## config.mk

```make
export PLATFORM = sky130hd
export DESIGN_NAME = hazard_forward_ctrl
export DESIGN_NICKNAME = d
export VERILOG_FILES = /design/src/rtl/hazard_forward_ctrl.sv
export SDC_FILE = /design/constraint.sdc
export NUM_CORES = 1
export LEC_CHECK = 0
export BUFFER_PORTS_ARGS = -buffer_cell sky130_fd_sc_hd__buf_2
export CAP_MARGIN = 20
export CORE_UTILIZATION = 58
export CTS_CLUSTER_SIZE = 12
export DETAILED_ROUTE_END_ITERATION = 10
export PLACE_DENSITY = 0.9
export SYNTH_ARGS = -nofsm -noshare
export SYNTH_HDL_FRONTEND = slang
export SYNTH_SLANG_ARGS = --single-unit
export TNS_END_PERCENT = 30
```

## constraint.sdc

```tcl
create_clock -name clk -period 3.25 [get_ports clk]
set_clock_uncertainty 0.1 [all_clocks]
set_input_delay 0.1625 -clock clk [delete_from_list [all_inputs] [get_ports clk]]
set_output_delay 0.1625 -clock clk [all_outputs]
set_load 0.01 [all_outputs]
```

## src/rtl/hazard_forward_ctrl.sv

```systemverilog
// Hazard/forwarding control: tracks EX/MEM/WB destination shadows, drives forwarding mux selects and stall/flush controls.
// Optional HAZARD_PERF_EN adds 32-bit load-use, flush and mem-stall event counters.
module hazard_forward_ctrl #(
  parameter int REG_ADDR_W         = 5,
  parameter int NUM_STAGES_TRACKED = 3
) (
  input  logic                  clk,
  input  logic                  rst,
  input  logic                  id_valid,
  input  logic [REG_ADDR_W-1:0] id_rs1,
  input  logic [REG_ADDR_W-1:0] id_rs2,
  input  logic [REG_ADDR_W-1:0] id_rd,
  input  logic                  id_uses_rs1,
  input  logic                  id_uses_rs2,
  input  logic                  id_regwrite,
  input  logic                  id_is_load,
  input  logic                  id_is_store,
  input  logic                  ex_br_taken,
  input  logic                  mem_stall,
  output logic [1:0]            fwd1_sel,
  output logic [1:0]            fwd2_sel,
  output logic                  mem_fwd2_sel,
  output logic                  pc_hold,
  output logic                  ifid_hold,
  output logic                  ifid_flush,
  output logic                  idex_bubble
`ifdef HAZARD_PERF_EN
  ,
  output logic [31:0]           perf_load_use_cnt,
  output logic [31:0]           perf_flush_cnt,
  output logic [31:0]           perf_mem_stall_cnt
`endif
);

  typedef struct packed {
    logic                  valid;
    logic [REG_ADDR_W-1:0] rd;
    logic                  regwrite;
    logic                  is_load;
    logic                  is_store;
    logic [REG_ADDR_W-1:0] rs2;
  } shadow_t;

  // Index 0 = EX, 1 = MEM, 2 = WB.
  shadow_t    sh_q [NUM_STAGES_TRACKED];
  shadow_t    sh_d [NUM_STAGES_TRACKED];
  shadow_t    id_entry;
  logic [1:0] fwd1_q, fwd1_d, fwd2_q, fwd2_d;
  logic       mem_fwd2_q, mem_fwd2_d;
  logic       advance, load_use;

  function automatic logic is_writer(shadow_t s);
    return s.valid && s.regwrite && (s.rd != '0);
  endfunction

  function automatic logic [1:0] fwd_pick(logic used, logic [REG_ADDR_W-1:0] rs,
                                          shadow_t ex, shadow_t mem);
    if (!used || rs == '0)                          return 2'b00;
    if (is_writer(ex) && !ex.is_load && ex.rd == rs) return 2'b01;
    if (is_writer(mem) && mem.rd == rs)              return 2'b10;
    return 2'b00;
  endfunction

  always_comb begin
    advance  = !mem_stall;
    // A store's data operand fed by a load is handled later by the MEM-stage mux, so it never stalls.
    load_use = id_valid && is_writer(sh_q[0]) && sh_q[0].is_load &&
               ((id_uses_rs1 && sh_q[0].rd == id_rs1) ||
                (id_uses_rs2 && !id_is_store && sh_q[0].rd == id_rs2));

    pc_hold     = 1'b0;
    ifid_hold   = 1'b0;
    ifid_flush  = 1'b0;
    idex_bubble = 1'b0;
    if (!rst) begin
      pc_hold = 1'b0;
    end else if (mem_stall) begin
      pc_hold   = 1'b1;
      ifid_hold = 1'b1;
    end else if (ex_br_taken) begin
      ifid_flush  = 1'b1;
      idex_bubble = 1'b1;
    end else if (load_use) begin
      pc_hold     = 1'b1;
      ifid_hold   = 1'b1;
      idex_bubble = 1'b1;
    end

    id_entry.valid    = id_valid;
    id_entry.rd       = id_rd;
    id_entry.regwrite = id_regwrite;
    id_entry.is_load  = id_is_load;
    id_entry.is_store = id_is_store;
    id_entry.rs2      = id_rs2;

    sh_d       = sh_q;
    fwd1_d     = fwd1_q;
    fwd2_d     = fwd2_q;
    mem_fwd2_d = mem_fwd2_q;
    if (advance) begin
      for (int i = NUM_STAGES_TRACKED - 1; i > 0; i--) sh_d[i] = sh_q[i-1];
      sh_d[0] = idex_bubble ? shadow_t'('0) : id_entry;
      if (idex_bubble || !id_valid) begin
        fwd1_d = 2'b00;
        fwd2_d = 2'b00;
      end else begin
        fwd1_d = fwd_pick(id_uses_rs1, id_rs1, sh_q[0], sh_q[1]);
        fwd2_d = fwd_pick(id_uses_rs2, id_rs2, sh_q[0], sh_q[1]);
      end
      // Store entering MEM picks up load data that is entering WB alongside it.
      mem_fwd2_d = sh_q[0].valid && sh_q[0].is_store && is_writer(sh_q[1]) &&
                   sh_q[1].is_load && (sh_q[1].rd == sh_q[0].rs2);
    end
  end

  always_ff @(posedge clk or negedge rst) begin
    if (!rst) begin
      sh_q       <= '{default: shadow_t'('0)};
      fwd1_q     <= 2'b00;
      fwd2_q     <= 2'b00;
      mem_fwd2_q <= 1'b0;
    end else begin
      sh_q       <= sh_d;
      fwd1_q     <= fwd1_d;
      fwd2_q     <= fwd2_d;
      mem_fwd2_q <= mem_fwd2_d;
    end
  end

  assign fwd1_sel     = fwd1_q;
  assign fwd2_sel     = fwd2_q;
  assign mem_fwd2_sel = mem_fwd2_q;

`ifdef HAZARD_PERF_EN
  logic [31:0] lu_cnt_q, lu_cnt_d, fl_cnt_q, fl_cnt_d, ms_cnt_q, ms_cnt_d;

  always_comb begin
    lu_cnt_d = lu_cnt_q;
    fl_cnt_d = fl_cnt_q;
    ms_cnt_d = ms_cnt_q;
    if (mem_stall)                           ms_cnt_d = ms_cnt_q + 32'd1;
    if (!mem_stall && ex_br_taken)           fl_cnt_d = fl_cnt_q + 32'd1;
    if (!mem_stall && !ex_br_taken && load_use) lu_cnt_d = lu_cnt_q + 32'd1;
  end

  always_ff @(posedge clk or negedge rst) begin
    if (!rst) begin
      lu_cnt_q <= '0;
      fl_cnt_q <= '0;
      ms_cnt_q <= '0;
    end else begin
      lu_cnt_q <= lu_cnt_d;
      fl_cnt_q <= fl_cnt_d;
      ms_cnt_q <= ms_cnt_d;
    end
  end

  assign perf_load_use_cnt  = lu_cnt_q;
  assign perf_flush_cnt     = fl_cnt_q;
  assign perf_mem_stall_cnt = ms_cnt_q;
`endif

endmodule

```

==> impl_metrics.toml <==
[timing]
finalSetupViolations = 0
final_hold_viol_count = 0
maxSlewHeadroom_pct = 52.69
min_period_over_period_pct = 77.05
post-route-min-period_ns = 2.504
slew_violations = 0
rsz0062_at_grt = "false"
worst_pin_slew_ns = 0.7097
max_freq_ghz = 0.3993
fin_tns_setup_ns = 0

[global_routing]
antenna_found_initial = 0
grt_pass1_wl_um = 5395
grt_pass1_vias = 1192
grt_max_degree = 46
grt_remaining_overflow = 0
grt.total_usage_pct = 26.16

[clock_tree]
cts.sinks = 27
cts_tree = "yes"
cts_htree_levels = 1
ctsLongestPathBuffers = 2
root_buffer = "clkbuf_4"
clkTransAtPathRegs_ns = 0.14
numCtsBuffers = 3
clk_latency_ns = 0.33

[floorplanning]
die_x_um = 54.24
die-area_mm2 = 0.002942
row_count = 18
io_pins = 34
start_util_pct = 62.75
core-area_mm2 = 0.002522
die_h_um = 54.24

[final_layout]
antenna_cells = 0
drive_above_1_share_pct = 31.96
nets = 220
syn_to_final_growth_pct = 18.10
final_util_pct = 74.11

[pwr]
p_total_mw = 0.7170
leakagePower_nw = 0.8240
irDropWorstVdd_uv = 335.0
powerDensity_mw_per_mm2 = 383.6

[worst_setup_path]
critPathArrivalTime_ns = 2.63
crit_slowest_cell = "o31ai_4"
crit_fanout = 11
worstSetupPathType = "reg2reg"
critPathMaxStageDelay_ns = 0.62
endpoint_kind = "register"
crit_required_ns = 3.38
cp-start-kind = "register"
path_cells = "xnor2_1 -> nand3_1 -> nor3_2 -> a32oi_2 -> o31ai_4 -> buf_4 -> o21ai_0"

[worst_hold_path]
hold_class = "in2reg"

[drt]
wl_per_cell_um = 15.60
num_vias = 1298
drc = 0
routed_via_density = 5.795
drt-pass1-iter-count = 4
ant_nets = 0
drt_iter0_markers = 24
wl_um = 3494

[synth]
synthFlopType = "dfrtp_1"
ys_types = 33
synth_area_leaders = "dfrtp_1, xnor2_1, mux2_2"
netlist_area_mm2 = 0.001583
synth.avg_cell_area_um2 = 10.28
synth_top_area_share_pct = 42.69
yosys.area.top_type = "dfrtp_1"
synthCells = 154
ys_top_cells_by_count = "dfrtp_1, nand2_1, xnor2_1"
async_flop_share_pct = 100.0
ys_seq_area_share_pct = 42.69
yosysWarnings = 0
synth_edf_count = 0
synth.net_count = 179
ys_seq_elements = 27
yosysMostFrequentCell = "dfrtp_1"

[place]
port_buffers = 33
finalWeightedCongestion = 0.9236

[run]
cap_violations = 0

[status]
outcome = "finished clean"
==> critical path: cells and delay by family, from the launching register on <==
| kind | cells | cell delay, ns |
|---|---|---|
| AO/OA/AOI/OAI | 3 | 0.90 |
| buffers and inverters | 1 | 0.29 |
| AND/OR/NAND/NOR | 2 | 0.40 |
| flip-flops | 1 | 0.47 |
| XOR/XNOR | 1 | 0.24 |
==> path summary, 6_finish.rpt <==
path                             start           to  cells past startpoint  slack, ns
max                           sh_q[38]     sh_q[34]                      7       0.75
min                           id_valid     sh_q[41]                      3      0.006
max reg2reg                   sh_q[38]     sh_q[34]                      7       0.75
min reg2reg                fwd1_sel[1]  fwd1_sel[1]                      2       0.40
max in group asynchronous          rst     sh_q[29]                      3       2.50
min in group asynchronous          rst     sh_q[28]                      3       0.28
==> per-layer routing <==
layer	track usage, %	wire, um	vias to the layer above
met2	43.90	1720	58
met5	0	0	-
met1	33.80	1499	617
met3	5.000	215	6
li1	-	-	617
met4	8.120	58	0
==> layout make-up <==
cell class                      count  area [um2]
Clock buffer                        4       26.28
Fill cell                         159       653.1
Inverter                            1       3.754
Multi-Input combinational cell    119       865.8
Sequential cell                    27       675.6
Tap cell                           30       37.54
Timing Repair Buffer               43       260.3
==> power by group <==
| group | switching, mW | leakage, nW | internal, mW |
|---|---|---|---|
| Sequential | 0.0399 | 0.347 | 0.365 |
| Clock | 0.0987 | 0.0150 | 0.0482 |
| Combinational | 0.0799 | 0.462 | 0.0848 |
| Total | 0.218 | 0.824 | 0.498 |
==> through the flow <==
stage	hold slack, ns	worst slack [ns]	area, um2	std cells
after detailed placement	0.1179	0.8238	1763	212
after global placement	0.1113	0.9392	1763	212
after floorplan	-0.2331	1.305	1583	154
after CTS	0.002166	0.7396	1859	223
final	0.005600	0.7457	1869	224
after global routing	0.01490	0.6328	1869	224
==> sequential cells by signal (all words and copies together) (netlist names) <==
register,cells
sh_q,22
fwd1_sel,2
mem_fwd2_sel,1
fwd2_sel,2
==> layout by cell type (no fill, tap or decap), drive strengths merged <==
master and count:
xnor2 15, nand2b 13, a32oi 1, nand3 4
dfrtp 27, mux2 8, nand4b 1, buf 35
nand4 2, dlygate4sd3 8, o311a 1, o211ai 3
inv 1, o41ai 2, o21ai 14, o31ai 4
o21a 2, nor2b 2, or3 1, nor2 1
or4 3, nor4 2, xor2 10, nand2 24
clkbuf 4, nor3 4, and2 2
==> repair_timing <==
action	in CTS	in global routing
endpoints found under the hold margin	33	1
hold buffers	7	1
resized for setup	0	0
setup buffers	0	0
==> kinds of logic after synthesis <==
group	share of synthesized area, %
AND/OR/NAND/NOR	19.68
AO/OA/AOI/OAI	15.49
flip-flops	42.69
XOR/XNOR	13.83
multiplexers	5.692
buffers and inverters	2.609
Note: power is estimated with default switching activity, not from simulation.
